[config.mk]
export PLATFORM = sky130hd
export DESIGN_NAME = mbist_march_ctrl_flat
export DESIGN_NICKNAME = d
export VERILOG_FILES = /design/src/rtl/mbist_pkg.sv /design/src/rtl/mbist_march_ctrl_if.sv /design/src/rtl/mbist_cmp_pipe.sv /design/src/rtl/mbist_march_ctrl.sv /design/src/flat_wrapper.sv
export SDC_FILE = /design/constraint.sdc
export NUM_CORES = 1
export LEC_CHECK = 0
export CAP_MARGIN = 20
export CORE_MARGIN = 4
export CORE_UTILIZATION = 45
export CTS_BUF_LIST = sky130_fd_sc_hd__clkbuf_8
export CTS_CLUSTER_DIAMETER = 80
export DETAILED_ROUTE_END_ITERATION = 8
export GPL_TIMING_DRIVEN = 0
export PLACE_DENSITY = 0.75
export SLEW_MARGIN = 20
export SYNTH_ARGS = -nofsm -noshare
export SYNTH_HDL_FRONTEND = slang
export SYNTH_SLANG_ARGS = --single-unit
[constraint.sdc]
create_clock -name clk -period 4.73 [get_ports clk]
set_clock_uncertainty 0.15 [all_clocks]
set_input_delay 0.946 -clock clk [delete_from_list [all_inputs] [get_ports clk]]
set_output_delay 0.946 -clock clk [all_outputs]
set_load 0.005 [all_outputs]
[src/rtl/mbist_pkg.sv]
// Shared types and per-element March C- tables for the MBIST controller.
package mbist_pkg;

  typedef enum logic [2:0] {
    ST_IDLE,
    ST_SETUP,
    ST_RD,
    ST_WR,
    ST_DRAIN,
    ST_DONE
  } state_t;

  // March element index, 0..5.
  typedef logic [2:0] elem_t;
  localparam elem_t LAST_ELEM = 3'd5;

  // Operations issued at each address of an element.
  typedef enum logic [1:0] {
    OPK_W,   // write only
    OPK_RW,  // read then write
    OPK_R    // read only
  } op_kind_t;

  typedef struct packed {
    logic     down;    // address sweeps LAST_ADDR..0
    logic     rd_one;  // read expects all-ones
    logic     wr_one;  // write pattern is all-ones
    op_kind_t ops;
  } elem_cfg_t;

  // March C-: up(w0) up(r0,w1) up(r1,w0) down(r0,w1) down(r1,w0) up(r0)
  function automatic elem_cfg_t elem_cfg(elem_t e);
    case (e)
      3'd0:    elem_cfg = '{down: 1'b0, rd_one: 1'b0, wr_one: 1'b0, ops: OPK_W};
      3'd1:    elem_cfg = '{down: 1'b0, rd_one: 1'b0, wr_one: 1'b1, ops: OPK_RW};
      3'd2:    elem_cfg = '{down: 1'b0, rd_one: 1'b1, wr_one: 1'b0, ops: OPK_RW};
      3'd3:    elem_cfg = '{down: 1'b1, rd_one: 1'b0, wr_one: 1'b1, ops: OPK_RW};
      3'd4:    elem_cfg = '{down: 1'b1, rd_one: 1'b1, wr_one: 1'b0, ops: OPK_RW};
      default: elem_cfg = '{down: 1'b0, rd_one: 1'b0, wr_one: 1'b0, ops: OPK_R};
    endcase
  endfunction

endpackage

[src/rtl/mbist_march_ctrl_if.sv]
// Memory command bus and test control/status of the MBIST controller.
interface mbist_march_ctrl_if #(
  parameter int unsigned DATA_WIDTH = 32,
  parameter int unsigned ADDR_WIDTH = 16
);
  logic                  start;
  logic                  write_read;
  logic [ADDR_WIDTH-1:0] address;
  logic [DATA_WIDTH-1:0] wdata;
  logic [DATA_WIDTH-1:0] rdata;
  logic                  busy;
  logic                  done;
  logic                  fail;
  logic [ADDR_WIDTH-1:0] fail_addr;
  logic [DATA_WIDTH-1:0] fail_data;

  // Controller side.
  modport master (
    input  start, rdata,
    output write_read, address, wdata, busy, done, fail, fail_addr, fail_data
  );

  // Memory and test-host side.
  modport slave (
    output start, rdata,
    input  write_read, address, wdata, busy, done, fail, fail_addr, fail_data
  );
endinterface

[src/rtl/mbist_cmp_pipe.sv]
// Two-stage read-tag delay line matching the memory read latency, plus the
// mismatch flag evaluated against returning read data.
module mbist_cmp_pipe #(
  parameter int unsigned DATA_WIDTH = 32,
  parameter int unsigned ADDR_WIDTH = 16
) (
  input  logic                  clk,
  input  logic                  rst_n,
  input  logic                  flush,
  input  logic                  issue_vld,
  input  logic [ADDR_WIDTH-1:0] issue_addr,
  input  logic [DATA_WIDTH-1:0] issue_exp,
  input  logic [DATA_WIDTH-1:0] rdata,
  output logic                  mismatch,
  output logic [ADDR_WIDTH-1:0] mis_addr
);

  logic                  vld1_q, vld2_q;
  logic [ADDR_WIDTH-1:0] addr1_q, addr2_q;
  logic [DATA_WIDTH-1:0] exp1_q, exp2_q;

  // Shift read tags two stages; a flush discards everything in flight.
  always_ff @(posedge clk or negedge rst_n) begin
    if (!rst_n) begin
      vld1_q  <= 1'b0;
      vld2_q  <= 1'b0;
      addr1_q <= '0;
      addr2_q <= '0;
      exp1_q  <= '0;
      exp2_q  <= '0;
    end else begin
      vld1_q  <= issue_vld && !flush;
      vld2_q  <= vld1_q && !flush;
      addr1_q <= issue_addr;
      addr2_q <= addr1_q;
      exp1_q  <= issue_exp;
      exp2_q  <= exp1_q;
    end
  end

  assign mismatch = vld2_q && (rdata != exp2_q);
  assign mis_addr = addr2_q;

endmodule

[src/rtl/mbist_march_ctrl.sv]
// March C- memory BIST controller: sequences the six march elements,
// compares read data two cycles after issue and reports the first failure.
module mbist_march_ctrl
  import mbist_pkg::*;
#(
  parameter int unsigned DATA_WIDTH = 32,
  parameter int unsigned ADDR_WIDTH = 16,
  parameter int unsigned LAST_ADDR  = 65535
) (
  input  logic               clk,
  input  logic               rst_n,
  mbist_march_ctrl_if.master bus
);

  localparam logic [ADDR_WIDTH-1:0] LAST_A = ADDR_WIDTH'(LAST_ADDR);
  localparam logic [ADDR_WIDTH-1:0] A_ONE  = ADDR_WIDTH'(1);

  state_t                state_q, state_d;
  elem_t                 elem_q;
  elem_cfg_t             cfg;
  logic [ADDR_WIDTH-1:0] addr_q;
  logic [DATA_WIDTH-1:0] wdata_q;
  logic                  drain_q;
  logic                  fail_q;
  logic [ADDR_WIDTH-1:0] fail_addr_q;
  logic [DATA_WIDTH-1:0] fail_data_q;

  logic                  start_ok;
  logic                  at_end;
  logic                  step;
  logic                  elem_adv;
  state_t                after_elem;
  logic                  issue_vld;
  logic [DATA_WIDTH-1:0] issue_exp;
  logic                  mismatch;
  logic [ADDR_WIDTH-1:0] mis_addr;

  // Next-state, address-step and element-advance decisions.
  always_comb begin
    cfg        = elem_cfg(elem_q);
    start_ok   = bus.start && ((state_q == ST_IDLE) || (state_q == ST_DONE));
    at_end     = cfg.down ? (addr_q == '0) : (addr_q == LAST_A);
    after_elem = (elem_q == LAST_ELEM) ? ST_DRAIN : ST_SETUP;
    state_d    = state_q;
    step       = 1'b0;
    elem_adv   = 1'b0;
    case (state_q)
      ST_IDLE, ST_DONE: if (start_ok) state_d = ST_SETUP;
      ST_SETUP:         state_d = (cfg.ops == OPK_W) ? ST_WR : ST_RD;
      ST_RD: begin
        if (cfg.ops == OPK_RW) begin
          state_d = ST_WR;
        end else if (at_end) begin
          elem_adv = 1'b1;
          state_d  = after_elem;
        end else begin
          step = 1'b1;
        end
      end
      ST_WR: begin
        if (at_end) begin
          elem_adv = 1'b1;
          state_d  = after_elem;
        end else begin
          step    = 1'b1;
          state_d = (cfg.ops == OPK_W) ? ST_WR : ST_RD;
        end
      end
      ST_DRAIN:         if (drain_q) state_d = ST_DONE;
      default:          state_d = ST_IDLE;
    endcase
    // A mismatch ends the run from any busy state; nothing further is issued.
    if (mismatch) state_d = ST_DONE;
    issue_vld = (state_q == ST_RD);
    issue_exp = cfg.rd_one ? '1 : '0;
  end

  // State register.
  always_ff @(posedge clk or negedge rst_n) begin
    if (!rst_n) state_q <= ST_IDLE;
    else        state_q <= state_d;
  end

  // Element index, address and write-pattern registers, drain timer.
  always_ff @(posedge clk or negedge rst_n) begin
    if (!rst_n) begin
      elem_q  <= '0;
      addr_q  <= '0;
      wdata_q <= '0;
      drain_q <= 1'b0;
    end else begin
      drain_q <= (state_q == ST_DRAIN) && !drain_q;
      if (start_ok) begin
        elem_q <= '0;
      end else if (elem_adv && (elem_q != LAST_ELEM)) begin
        elem_q <= elem_q + 3'd1;
      end
      if (state_q == ST_SETUP) begin
        addr_q  <= cfg.down ? LAST_A : '0;
        wdata_q <= cfg.wr_one ? '1 : '0;
      end else if (step) begin
        addr_q <= cfg.down ? (addr_q - A_ONE) : (addr_q + A_ONE);
      end
    end
  end

  // First-failure capture, cleared when a new run is accepted.
  always_ff @(posedge clk or negedge rst_n) begin
    if (!rst_n) begin
      fail_q      <= 1'b0;
      fail_addr_q <= '0;
      fail_data_q <= '0;
    end else if (start_ok) begin
      fail_q      <= 1'b0;
      fail_addr_q <= '0;
      fail_data_q <= '0;
    end else if (mismatch) begin
      fail_q      <= 1'b1;
      fail_addr_q <= mis_addr;
      fail_data_q <= bus.rdata;
    end
  end

  mbist_cmp_pipe #(
    .DATA_WIDTH (DATA_WIDTH),
    .ADDR_WIDTH (ADDR_WIDTH)
  ) u_cmp_pipe (
    .clk        (clk),
    .rst_n      (rst_n),
    .flush      (mismatch),
    .issue_vld  (issue_vld),
    .issue_addr (addr_q),
    .issue_exp  (issue_exp),
    .rdata      (bus.rdata),
    .mismatch   (mismatch),
    .mis_addr   (mis_addr)
  );

  assign bus.write_read = (state_q == ST_WR);
  assign bus.address    = addr_q;
  assign bus.wdata      = wdata_q;
  assign bus.busy       = (state_q == ST_SETUP) || (state_q == ST_RD) ||
                          (state_q == ST_WR) || (state_q == ST_DRAIN);
  assign bus.done       = (state_q == ST_DONE);
  assign bus.fail       = fail_q;
  assign bus.fail_addr  = fail_addr_q;
  assign bus.fail_data  = fail_data_q;

endmodule

[src/flat_wrapper.sv]
// flat-port wrapper written by rule: the top's interface ports become plain ports
module mbist_march_ctrl_flat import mbist_pkg::*;
#(
  parameter int unsigned DATA_WIDTH = 32,
  parameter int unsigned ADDR_WIDTH = 16,
  parameter int unsigned LAST_ADDR  = 65535
)
  (clk, rst_n, bus_start, bus_rdata, bus_write_read, bus_address, bus_wdata, bus_busy, bus_done, bus_fail, bus_fail_addr, bus_fail_data);
  mbist_march_ctrl_if #(.DATA_WIDTH(DATA_WIDTH), .ADDR_WIDTH(ADDR_WIDTH)) bus_i ();
  input  logic clk;
  input  logic rst_n;
  input wire logic [$bits(bus_i.start)-1:0] bus_start;
  input wire logic [$bits(bus_i.rdata)-1:0] bus_rdata;
  output wire logic [$bits(bus_i.write_read)-1:0] bus_write_read;
  output wire logic [$bits(bus_i.address)-1:0] bus_address;
  output wire logic [$bits(bus_i.wdata)-1:0] bus_wdata;
  output wire logic [$bits(bus_i.busy)-1:0] bus_busy;
  output wire logic [$bits(bus_i.done)-1:0] bus_done;
  output wire logic [$bits(bus_i.fail)-1:0] bus_fail;
  output wire logic [$bits(bus_i.fail_addr)-1:0] bus_fail_addr;
  output wire logic [$bits(bus_i.fail_data)-1:0] bus_fail_data;
  assign bus_i.start = bus_start;
  assign bus_i.rdata = bus_rdata;
  assign bus_write_read = bus_i.write_read;
  assign bus_address = bus_i.address;
  assign bus_wdata = bus_i.wdata;
  assign bus_busy = bus_i.busy;
  assign bus_done = bus_i.done;
  assign bus_fail = bus_i.fail;
  assign bus_fail_addr = bus_i.fail_addr;
  assign bus_fail_data = bus_i.fail_data;
  mbist_march_ctrl #(.DATA_WIDTH(DATA_WIDTH), .ADDR_WIDTH(ADDR_WIDTH), .LAST_ADDR(LAST_ADDR)) u_core (.clk(clk), .rst_n(rst_n), .bus(bus_i));
endmodule
# After elaboration in Yosys (flattened, before gate mapping)
# Cells that the tools add are included.
# totals
latch_bits	0
inputBits	35
n_memories	0
elab_cells	86
register_bits	202
rom_bits	0
ramBits	0
# op_classes
div	0
order_cmp	0
n_reduce_logical	21
mul	0
muxes	31
bitwise	0
shifts	0
n_addsub	3
n_eq_ne	17
# op_table
op	count
32-bit two-way mux	4
16-bit two-way mux	6
32-bit != test	1
3-bit two-way mux	9
5-bit case mux with 5 select lines	1
16-bit by 1-bit adder with 16-bit output (second input constant)	1
16-bit == test (second input constant)	1
16-bit zero test	1
16-bit by 1-bit subtractor with 16-bit output (second input constant)	1
3-bit case mux with 5 select lines	1
3-bit by 2-bit == test with 1-bit output (second input constant)	4
3-bit == test (second input constant)	4
1-bit two-way mux	8
3-bit by 1-bit == test with 1-bit output (second input constant)	2
1-bit logical AND	6
3-bit zero test	2
3-bit by 2-bit != test with 1-bit output (second input constant)	2
2-bit nonzero test	3
1-bit logical OR	4
4-bit by 2-bit != test with 1-bit output (second input constant)	1
1-bit case mux with 2 select lines	2
3-bit by 1-bit adder with 3-bit output (second input constant)	1
3-bit != test (second input constant)	1
3-bit AND reduction	1
other kinds (4)	5

# Logic depth before layout (Yosys ltp)
# logic_depth
word_depth	9
mapped_depth	14
mapped_depth_nobuf	12

# Cells and area by module
# From an unflattened synthesis, not the netlist that was laid out.
# unflattened
cells_unflattened	582
hier_area_um2	7161.9
# by_module_without_submodules
module	cells_per_inst	area_each_um2	seq_area_each_um2	instances
mbist_march_ctrl	439	4346.7	1826.8	1
mbist_cmp_pipe	143	2815.2	2452.4	1

# Least setup slack after synthesis
# Ideal clock, no wire load.
# synth_path
kind	register -> register
start	register u_core.elem_q[0]
end	register u_core.addr_q[14] (netlist: u_core.bus.address[14])
stages_incl_launch_ff	15
path_buffers	2
arrival_ps	3305
setup_slack_ps	1151
cell_sequence	dfrtp_1 inv_1 ha_1 mux2i_1 buf_2 buf_1 xnor2_1 ha_1 nand3_1 a2bb2oi_1 o21ai_1 a221oi_2 o22ai_1 a21oi_1 o21ai_1
# synth_between
elab_chain_len	7
word_cells_on_any_way	16
cone_classes	eq/ne (5); mux (9); reduce/logical (2)
# synth_rtl
item	line_no	rtl
from (decl)	mbist_march_ctrl.sv:19	elem_t elem_q;
from (signal assigned)	mbist_march_ctrl.sv:96	elem_q <= elem_q + 3'd1;
3-bit == test (tied with other cells)	mbist_pkg.sv:33	case (e)
5-bit case mux with 5 select lines *	mbist_pkg.sv:33	
1-bit two-way mux	mbist_march_ctrl.sv:42	at_end = cfg.down ? (addr_q == '0) : (addr_q == LAST_A);
1-bit two-way mux	mbist_march_ctrl.sv:53, mbist_march_ctrl.sv:61	
1-bit two-way mux	mbist_march_ctrl.sv:51	if (cfg.ops == OPK_RW) begin
1-bit case mux with 2 select lines	mbist_march_ctrl.sv:47	case (state_q)
2-bit nonzero test (no line)	n/a	
to (signal assigned)	mbist_march_ctrl.sv:99	addr_q <= cfg.down ? LAST_A : '0;
to (signal assigned)	mbist_march_ctrl.sv:102	addr_q <= cfg.down ? (addr_q - A_ONE) : (addr_q + A_ONE);
to (decl)	mbist_march_ctrl.sv:21	logic [ADDR_WIDTH-1:0] addr_q;
# Every way passes the cells marked *; elsewhere a longest branch is shown, timed or not. The select of a mux whose other input is x is not followed.
# A chain may end at the register's enable or synchronous reset.

# Worst setup path in the final report
# Ends and elaborated chain as after synthesis.

==> impl_metrics.json <==
{
  "outcome": "completed",
  "drt_iter0_drc": 404,
  "yosys_warnings": 0,
  "cp.arrival_ns": 4.56,
  "critical_path_class": "reg -> reg",
  "grt-ovfl-total": 0,
  "fillCellCount": 1104,
  "antenna_found_initial": 0,
  "vias": 5161,
  "drive_above_1_share_pct": 10.4,
  "final_util_pct": 60.3,
  "total_power_mw": 4.53,
  "critPathCaptureType": "register",
  "netlist_area_um2": 5820,
  "crit_path_start_kind": "register",
  "gp_congestion": 0.952,
  "cap_violations": 0,
  "ys_top_cells_by_count": "109 x dfrtp_1, 91 x nor2_1, 56 x mux2i_1",
  "fin_area_um2": 7610,
  "critPathLaunch": "u_core.elem_q[0]",
  "yosysSeqAreaShare_pct": 46.9,
  "synth-edff-count": 0,
  "cp_max_fo": 10,
  "n_antenna_cell": 0,
  "root_buffer": "clkbuf_8",
  "hold_depth": 0,
  "cts_tree": "yes",
  "first_global_vias": 5036,
  "grt_pass1_wl_um": 26700,
  "fmax_mhz": 225,
  "clk_pin_slew_worst_paths_ns": 0.10,
  "leakagePower_nw": 3.51,
  "die_area_um2": 14800,
  "grt_usage_pct": 22.7,
  "reg2reg_from": "u_core.elem_q[0]",
  "endpoint": "u_core.bus.address[14]",
  "grt_setup_unrepaired": "no",
  "postSynthAreaPerCell_um2": 9.58,
  "area_growth_pct": 30.7,
  "slew_viol_final": 0,
  "finalHoldViolations": 0,
  "powerDensity_nw_per_um2": 595,
  "holdBufCountCts": 0,
  "fin_nets": 796,
  "start_util_pct": 46.1,
  "clock_latency_ns": 0.37,
  "synth-seq-cells": 109,
  "hp-class": "reg -> reg",
  "finalCriticalPeriod_ns": 4.45,
  "yosysTopAreaCell": "dfrtp_1",
  "first_pass_iters": 5,
  "whs_ns": 0.204,
  "regToRegEndpoint": "u_core.bus.address[14]",
  "synth_nets": 650,
  "rows": 41,
  "synth.most_common_cell": "dfrtp_1",
  "avgRoutedWirePerCell_um": 17.7,
  "reg2reg_slack_ns": 0.28,
  "die_x_um": 122,
  "ioPinCount": 135,
  "cts_max_level": 3,
  "drt_wl_total_um": 16400,
  "synth.area.top_cells": "dfrtp_1 47%, mux2i_1 9.6%, nor2_1 5.9%, buf_4 4.0%, a21oi_1 2.3%",
  "yosysTopAreaCellShare_pct": 46.9,
  "instances_no_fill": 930,
  "setup_viol": 0,
  "fin_crit_sh_pct": 94.2,
  "peakVddDrop_mv": 0.331,
  "remaining_drc_errors": 0,
  "cts_sinks": 109,
  "drtAntennaViolNets": 0,
  "synth_cell_types": 61,
  "relSlewSlack_pct": 35.3,
  "core_um2": 12600,
  "worstPathRequired_ns": 4.84,
  "via_per_inst": 5.55,
  "post_cts_buffers": 0,
  "worst_pin_slew_ns": 0.971,
  "grt_max_degree": 82,
  "placed_cell_area_um2": 7410,
  "dp.cells": 915,
  "clock_path_buffers": 2,
  "port_buffers": 134,
  "die_h_um": 122,
  "syn-instance-count": 608,
  "reg2reg_depth": 14,
  "hpwl_um": 12200,
  "cts_buffers": 9,
  "async_flop_share_pct": 100,
  "ys.flop_type": "dfrtp_1"
}
==> cell families after synthesis <==
kind of cell / count (synthesis) / share of synthesized area (%)
AO/OA/AOI/OAI: 119 / 13.8
XOR/XNOR: 12 / 1.81
adder cells (fa/ha/maj): 7 / 1.50
buffers and inverters: 84 / 7.89
flip-flops: 109 / 46.9
multiplexers: 59 / 10.3
AND/OR/NAND/NOR: 218 / 17.9
==> metal layers <==
metal,global-route usage [%],up-vias,share of wire [%]
met5,0,-,0
met2,36.4,220,46
met1,31.5,2488,45
met4,6.16,0,1.7
met3,4.78,25,7.0
li1,-,2428,-
==> how the worst min path moves through the flow <==
stage,start,endpoint,slack (ns)
6_report,u_core.u_cmp_pipe.addr1_q[9],u_core.u_cmp_pipe.mis_addr[9],0.20
5_1_grt,u_core.u_cmp_pipe.addr1_q[8],u_core.u_cmp_pipe.mis_addr[8],0.21
4_1_cts,u_core.u_cmp_pipe.addr1_q[15],u_core.u_cmp_pipe.mis_addr[15],0.21
3_5_place_dp,u_core.u_cmp_pipe.addr1_q[15],u_core.u_cmp_pipe.mis_addr[15],0.18
3_3_place_gp,u_core.u_cmp_pipe.addr1_q[8],u_core.u_cmp_pipe.mis_addr[8],0.18
2_1_floorplan,u_core.u_cmp_pipe.exp1_q[30],u_core.u_cmp_pipe.exp2_q[30],0.18
==> cell type report <==
| type | instances | area, µm² | area share [%] |
|---|---|---|---|
| clock inverters | 6 | 63.8 | 0.839 |
| inverters | 8 | 30.0 | 0.395 |
| multi-input cells | 415 | 2650 | 34.8 |
| clock buffers | 9 | 124 | 1.63 |
| repair buffers | 135 | 1370 | 18.0 |
| plain buffers | 76 | 430 | 5.66 |
| well taps | 172 | 215 | 2.83 |
| flip-flops and latches | 109 | 2730 | 35.8 |
==> layout by cell type (no fill, tap or decap), types with 6 or more instances in the layout <==
cell / instances
inv_1: 9
xnor2_1: 10
nor2_1: 91
nand2_1: 34
nor3_1: 13
nor4_1: 10
o21ai_1: 13
mux2i_1: 55
dfrtp_1: 109
a21oi_1: 27
nand3_1: 26
o22ai_1: 6
clkbuf_8: 9
buf_4: 31
clkbuf_1: 23
o211ai_1: 12
o21a_1: 6
buf_2: 17
ha_1: 7
clkdlybuf4s50_1: 133
nand4_1: 11
o21ai_0: 11
a31oi_1: 7
==> metrics by stage <==
stage	setup WS, ns	TNS, ns
after floorplan	1.15	0
after global placement	-1.45	-157.75
after detailed placement	-0.315	-1.14
after CTS	0.174	0
after global routing	0.0696	0
final	0.276	0
==> flip-flops by register name, indices dropped and copies added (netlist names) <==
| name | cells |
|---|---|
| u_core.state_q | 3 |
| u_core.u_cmp_pipe.addr1_q | 16 |
| u_core.u_cmp_pipe.exp2_q | 1 |
| u_core.bus.address | 16 |
| u_core.elem_q | 3 |
| u_core.u_cmp_pipe.mis_addr | 16 |
| u_core.bus.fail_data | 32 |
| u_core.u_cmp_pipe.exp1_q | 1 |
| u_core.u_cmp_pipe.vld1_q | 1 |
| u_core.bus.fail_addr | 16 |
| u_core.bus.fail | 1 |
| u_core.u_cmp_pipe.vld2_q | 1 |
| u_core.drain_q | 1 |
| u_core.bus.wdata | 1 |
==> what timing repair did <==
item | in CTS | in global routing
gates resized for setup | 2 | 1
pin swaps | 0 | 0
setup endpoints to repair | 6 | 4
cloned | 0 | 0
==> report_power, final <==
part | internal (mW) | total, mW | switching, mW | leakage (nW)
registers | 1.26 | 1.49 | 0.232 | 1.44
clock network | 0.242 | 0.550 | 0.308 | 0.0969
logic | 1.30 | 2.49 | 1.19 | 1.97
total | 2.80 | 4.53 | 1.73 | 3.51
==> worst max-delay path, cell delays in order, from the launching register on <==
cell	delay, ns
dfrtp_1	0.46
inv_1	0.12
ha_1	0.32
mux2i_4	0.38
buf_2	0.36
buf_2	0.34
xnor2_1	0.10
ha_1	0.25
nand3_1	0.10
a2bb2oi_1	0.52
o21ai_1	0.38
a221oi_2	0.48
o22ai_1	0.12
a21oi_1	0.17
o21ai_1	0.08
No activity file was read; power rests on OpenSTA's default activity.
==> RTL change 1 (same settings) <==
Make the reset (`rst_n`) synchronous in 4 clocked blocks.
--- a/src/rtl/mbist_cmp_pipe.sv
+++ b/src/rtl/mbist_cmp_pipe.sv
@@ -22,3 +22,3 @@
   // Shift read tags two stages; a flush discards everything in flight.
-  always_ff @(posedge clk or negedge rst_n) begin
+  always_ff @(posedge clk) begin
     if (!rst_n) begin
--- a/src/rtl/mbist_march_ctrl.sv
+++ b/src/rtl/mbist_march_ctrl.sv
@@ -78,3 +78,3 @@
   // State register.
-  always_ff @(posedge clk or negedge rst_n) begin
+  always_ff @(posedge clk) begin
     if (!rst_n) state_q <= ST_IDLE;
@@ -84,3 +84,3 @@
   // Element index, address and write-pattern registers, drain timer.
-  always_ff @(posedge clk or negedge rst_n) begin
+  always_ff @(posedge clk) begin
     if (!rst_n) begin
@@ -107,3 +107,3 @@
   // First-failure capture, cleared when a new run is accepted.
-  always_ff @(posedge clk or negedge rst_n) begin
+  always_ff @(posedge clk) begin
     if (!rst_n) begin
Check against the original RTL: differs if rst_n is asserted again (counterexample within 4 cycles, from zero or initial values and one cycle with rst_n low); with rst_n held inactive, the same outputs for 10 cycles.
==> RTL change 1 against the unedited design <==
- fmax is 1.7% lower
- synthesized area is 1.9% lower
- final area decreased by 2.2%
- sequential cell count unchanged
- core utilization grew 0.63 points
- routed wire length is 7.9% higher
- via count grew 7.2%
- critical path depth unchanged
- setup slack worse by 0.076 ns
- critical path type unchanged
Power is not compared: it rests on default switching activity, and its combinational part moved more than twofold at a synthesized area within 25%.
==> RTL change 1: results (changes against the unedited design) <==
| Metric | Value |
|---|---|
| Worst Setup SP | u_core.elem_q[0]$_SDFFE_PP0P_ (was u_core.elem_q[0]$_DFFE_PN0P_) |
| All-Layer GR Usage | 0.242 (was 0.227) |
| Synth cell types | 68 (was 61) |
| Largest register FFs | 32 (unchanged) |
| Hold Path Origin | u_core.drain_q$_SDFF_PN0_ (was u_core.u_cmp_pipe.addr1_q[9]$_DFF_PN0_) |
| First-pass GRT wire length | 28.2 mm (was 26.7 mm) |
| Vias/cell | 5.56 (was 5.55) |
| 1st-iter DRT viols | 446 (was 404) |
| Placed Area | 7260 um2 (was 7410 um2) |
| WL/cell | 17.9 um (was 17.7 um) |
| CP max-delay cell | o31ai_1 (was a2bb2oi_1) |
| Worst Hold End | u_core.drain_q$_SDFF_PN0_ (was u_core.u_cmp_pipe.mis_addr[9]$_DFF_PN0_) |
| Synth top cells by count | dfxtp_1 (109), nor2_1 (89), mux2i_1 (66), clkbuf_1 (39), and2_1 (34) (was dfrtp_1 (109), nor2_1 (91), mux2i_1 (56), nand2_1 (34), buf_4 (31)) |
| Met2 Use GR | 0.380 (was 0.364) |
| DP Wirelength | 13.4 mm (was 12.2 mm) |
| Outcome | finished clean (unchanged) |
| Least-Margin Pin Slew | 1.12 ns (was 0.971 ns) |
| Vias in the first global route | 5345 (was 5036) |
| Largest net degree at the start of global routing | 34 (was 82) |
| Post-Place Setup Slack | -0.412 ns (was -0.315 ns) |
| Worst skew pair latency | 0.39 ns (was 0.37 ns) |
| Met1 Routed Length | 7.83 mm (was 7.39 mm) |
| Hold depth | 1 (was 0) |
| Min Hold Slack | 0.275 ns (was 0.204 ns) |
| Final worst slack | 0.200 ns (was 0.276 ns) |
| Reg2reg end | u_core.bus.address[12]$_SDFFE_PN0P_ (was u_core.bus.address[14]$_DFFE_PN0P_) |
| Ys async rst share | 0 (was 1.00) |
| Met2 Routed Length | 7.95 mm (was 7.62 mm) |
| Final WL | 17.7 mm (was 16.4 mm) |
| Syn_nets | 720 (was 650) |
| TritonRoute pass-1 iters | 6 (was 5) |
| Share of layout cells above drive strength 1 | 0.0847 (was 0.104) |
| Routability cong. | 0.936 (was 0.952) |
| Max stage delay on crit path | 0.66 ns (was 0.52 ns) |
| Register area share after synthesis | 0.382 (was 0.469) |
| Placed cells | 980 (was 915) |
| GR Util met1 | 0.315 (about the same) |
| CP max FO | 28 (was 10) |
| Critical path arrival | 4.67 ns (was 4.56 ns) |
| Largest cells by area after synthesis | dfxtp_1 (38%), mux2i_1 (12%), nor2_1 (5.8%), buf_4 (4.1%), and2_1 (3.7%) (was dfrtp_1 (47%), mux2i_1 (9.6%), nor2_1 (5.9%), buf_4 (4.0%), a21oi_1 (2.3%)) |
## RTL change 1: what timing repair did
item | 4_1_cts | 5_1_grt
hold buffers | 0 | 0
gates cloned | 0 | 0
pin swaps | 0 | 0
endpoints found under the setup margin | 5 | 1
gates resized for setup | 0 | 1
## RTL change 1: area by class of cell
class	count	area (um2)
Buffer	83	443
Sequential cell	109	2180
Fill cell	1087	4770
Inverter	9	33.8
Tap cell	168	210
Timing Repair Buffer	134	1340
Clock buffer	9	124
Multi-Input combinational cell	475	3050
Clock inverter	7	56.3
## RTL change 1: logic make-up (layout without fill, tap and decap cells)
family	after synthesis	in the layout	synth area share
muxes	69	69	0.124
xor gates and xnor gates	6	6	0.00920
DFF	109	109	0.382
buffers and inverters	94	242	0.0843
adders and majority gates	7	7	0.0153
AOI/OAI and AO/OA	132	132	0.158
and+or+nand+nor	261	261	0.228
## RTL change 1: report_power, final
group	internal [W]	total (W)	switching, W
sequential	0.000936	0.000952	0.0000160
combinational	0.000125	0.000308	0.000183
clock	0.000198	0.000537	0.000339
==> RTL change 2 (config.mk and constraints unchanged) <==
Without the edit above. `ADDR_WIDTH` is set to 16 in 4 places; all go to 15.
--- a/src/rtl/mbist_march_ctrl_if.sv
+++ b/src/rtl/mbist_march_ctrl_if.sv
@@ -3,3 +3,3 @@
   parameter int unsigned DATA_WIDTH = 32,
-  parameter int unsigned ADDR_WIDTH = 16
+  parameter int unsigned ADDR_WIDTH = 15
 );
--- a/src/rtl/mbist_cmp_pipe.sv
+++ b/src/rtl/mbist_cmp_pipe.sv
@@ -4,3 +4,3 @@
   parameter int unsigned DATA_WIDTH = 32,
-  parameter int unsigned ADDR_WIDTH = 16
+  parameter int unsigned ADDR_WIDTH = 15
 ) (
--- a/src/rtl/mbist_march_ctrl.sv
+++ b/src/rtl/mbist_march_ctrl.sv
@@ -6,3 +6,3 @@
   parameter int unsigned DATA_WIDTH = 32,
-  parameter int unsigned ADDR_WIDTH = 16,
+  parameter int unsigned ADDR_WIDTH = 15,
   parameter int unsigned LAST_ADDR  = 65535
--- a/src/flat_wrapper.sv
+++ b/src/flat_wrapper.sv
@@ -4,3 +4,3 @@
   parameter int unsigned DATA_WIDTH = 32,
-  parameter int unsigned ADDR_WIDTH = 16,
+  parameter int unsigned ADDR_WIDTH = 15,
   parameter int unsigned LAST_ADDR  = 65535
Interface: changed (resized bus_address and bus_fail_addr); port bits go from 135 to 133. The function was not compared with the original's and may differ.
==> RTL change 2 against the unedited design <==
- setup slack better by 0.52 ns
- total power is 15% lower
- sequential cell count is 4 lower
- synthesized area is 9.5% lower
- final area is 8.0% lower
- cell count is 15% lower
- routed wire length is 23% lower
==> RTL change 2: results (changes against the unedited design) <==
| Metric | Value |
|---|---|
| FF-to-FF setup slack | 0.80 ns (was 0.28 ns) |
| Crit path capture | u_core.bus.address[11]$_DFFE_PN0P_ (was u_core.bus.address[14]$_DFFE_PN0P_) |
| All-Layer GR Usage | 0.191 (was 0.227) |
| Vias/cell | 5.24 (was 5.55) |
| Syn_area_per_cell | 10.5 um2 (was 9.58 um2) |
| Largest net degree at the start of global routing | 58 (was 82) |
| Port bufs | 132 (was 134) |
| Min Hold Slack | 0.204 ns (about the same) |
| R2R cell count | 12 (was 14) |
| TritonRoute pass-1 iters | 4 (was 5) |
| Hold Path Origin | u_core.u_cmp_pipe.addr1_q[8]$_DFF_PN0_ (was u_core.u_cmp_pipe.addr1_q[9]$_DFF_PN0_) |
| CTS-repair resized insts | 0 (was 2) |
| Worst VDD drop | 243 uV (was 331 uV) |
| Critical path arrival | 4.03 ns (was 4.56 ns) |
| Rel. slew slack | 0.277 (was 0.353) |
| Register area share after synthesis | 0.499 (was 0.469) |
| First-pass GRT wire length | 20.7 mm (was 26.7 mm) |
| Static leakage | 3.44 nW (was 3.51 nW) |
| Largest cells by area after synthesis | dfrtp_1 (50%), mux2i_1 (9.7%), nor2_1 (5.1%), buf_4 (4.6%), ha_1 (4.3%) (was dfrtp_1 (47%), mux2i_1 (9.6%), nor2_1 (5.9%), buf_4 (4.0%), a21oi_1 (2.3%)) |
| Vias | 4162 (was 5161) |
| Share of layout cells above drive strength 1 | 0.106 (was 0.104) |
| Placed cells | 779 (was 915) |
| Synth Flop Type | dfrtp_1 (unchanged) |
| CP max FO | 23 (was 10) |
| Synth cell types | 59 (was 61) |
| Final Cycle Share | 0.831 (was 0.942) |
| Synth top cells by count | dfrtp_1 (105), nor2_1 (71), mux2i_1 (51), buf_4 (32), o21ai_0 (24) (was dfrtp_1 (109), nor2_1 (91), mux2i_1 (56), nand2_1 (34), buf_4 (31)) |
| Final #Nets | 701 (was 796) |
| Syn_nets | 557 (was 650) |
| Outcome | finished clean (unchanged) |
| Final WL | 12.6 mm (was 16.4 mm) |
| Worst Hold End | u_core.u_cmp_pipe.mis_addr[8]$_DFF_PN0_ (was u_core.u_cmp_pipe.mis_addr[9]$_DFF_PN0_) |
| Routability cong. | 0.846 (was 0.952) |
| Placed Area | 6800 um2 (was 7410 um2) |
| Post-Place Setup Slack | 0.856 ns (was -0.315 ns) |
| 1st-iter DRT viols | 336 (was 404) |
| DP Wirelength | 9.17 mm (was 12.2 mm) |
[RTL change 2: critical path: stages (launching register included)]
cell and delay [ns]:
dfrtp_1 0.44, inv_1 0.10, ha_1 0.25, nand2_1 0.09
o21ai_1 0.18, clkbuf_1 0.85, ha_1 0.41, a211oi_1 0.28
nor2_1 0.14, a21o_1 0.20, or3_1 0.39, a211oi_1 0.22
o21ai_0 0.11
[RTL change 2: power breakdown]
group          switching [W]  total (W)  internal [W]
combinational       0.000822    0.00179      0.000968
sequential          0.000263    0.00151       0.00125
clock               0.000299   0.000571      0.000272
total                0.00138    0.00387       0.00249
[RTL change 2: logic make-up (layout without fill, tap and decap cells)]
group                      after synthesis  count (layout)  share of synthesized area
muxes                                   53              53                      0.102
DFF                                    105             105                      0.499
and+or+nand+nor                        168             168                      0.159
adders and majority gates               19              19                     0.0466
buffers and inverters                   63             212                     0.0743
AOI/OAI and AO/OA                       86              86                      0.105
xor gates and xnor gates                 9               9                     0.0150
[RTL change 2: routing by layer]
metal,part of all wire,global-route usage,vias up
met4,0.012,0.0727,0
li1,-,-,2036
met3,0.064,0.0326,11
met1,0.45,0.259,1978
met5,0,0,-
met2,0.47,0.308,137
[RTL change 2: layout make-up]
class                           count  area (um2)
Tap cell                          143         179
Inverter                           14        52.6
Buffer                             49         339
Timing Repair Buffer              133        1350
Sequential cell                   105        2630
Multi-Input combinational cell    335        2250
Fill cell                         959        4420
Clock buffer                       11         151
Clock inverter                      5        55.1
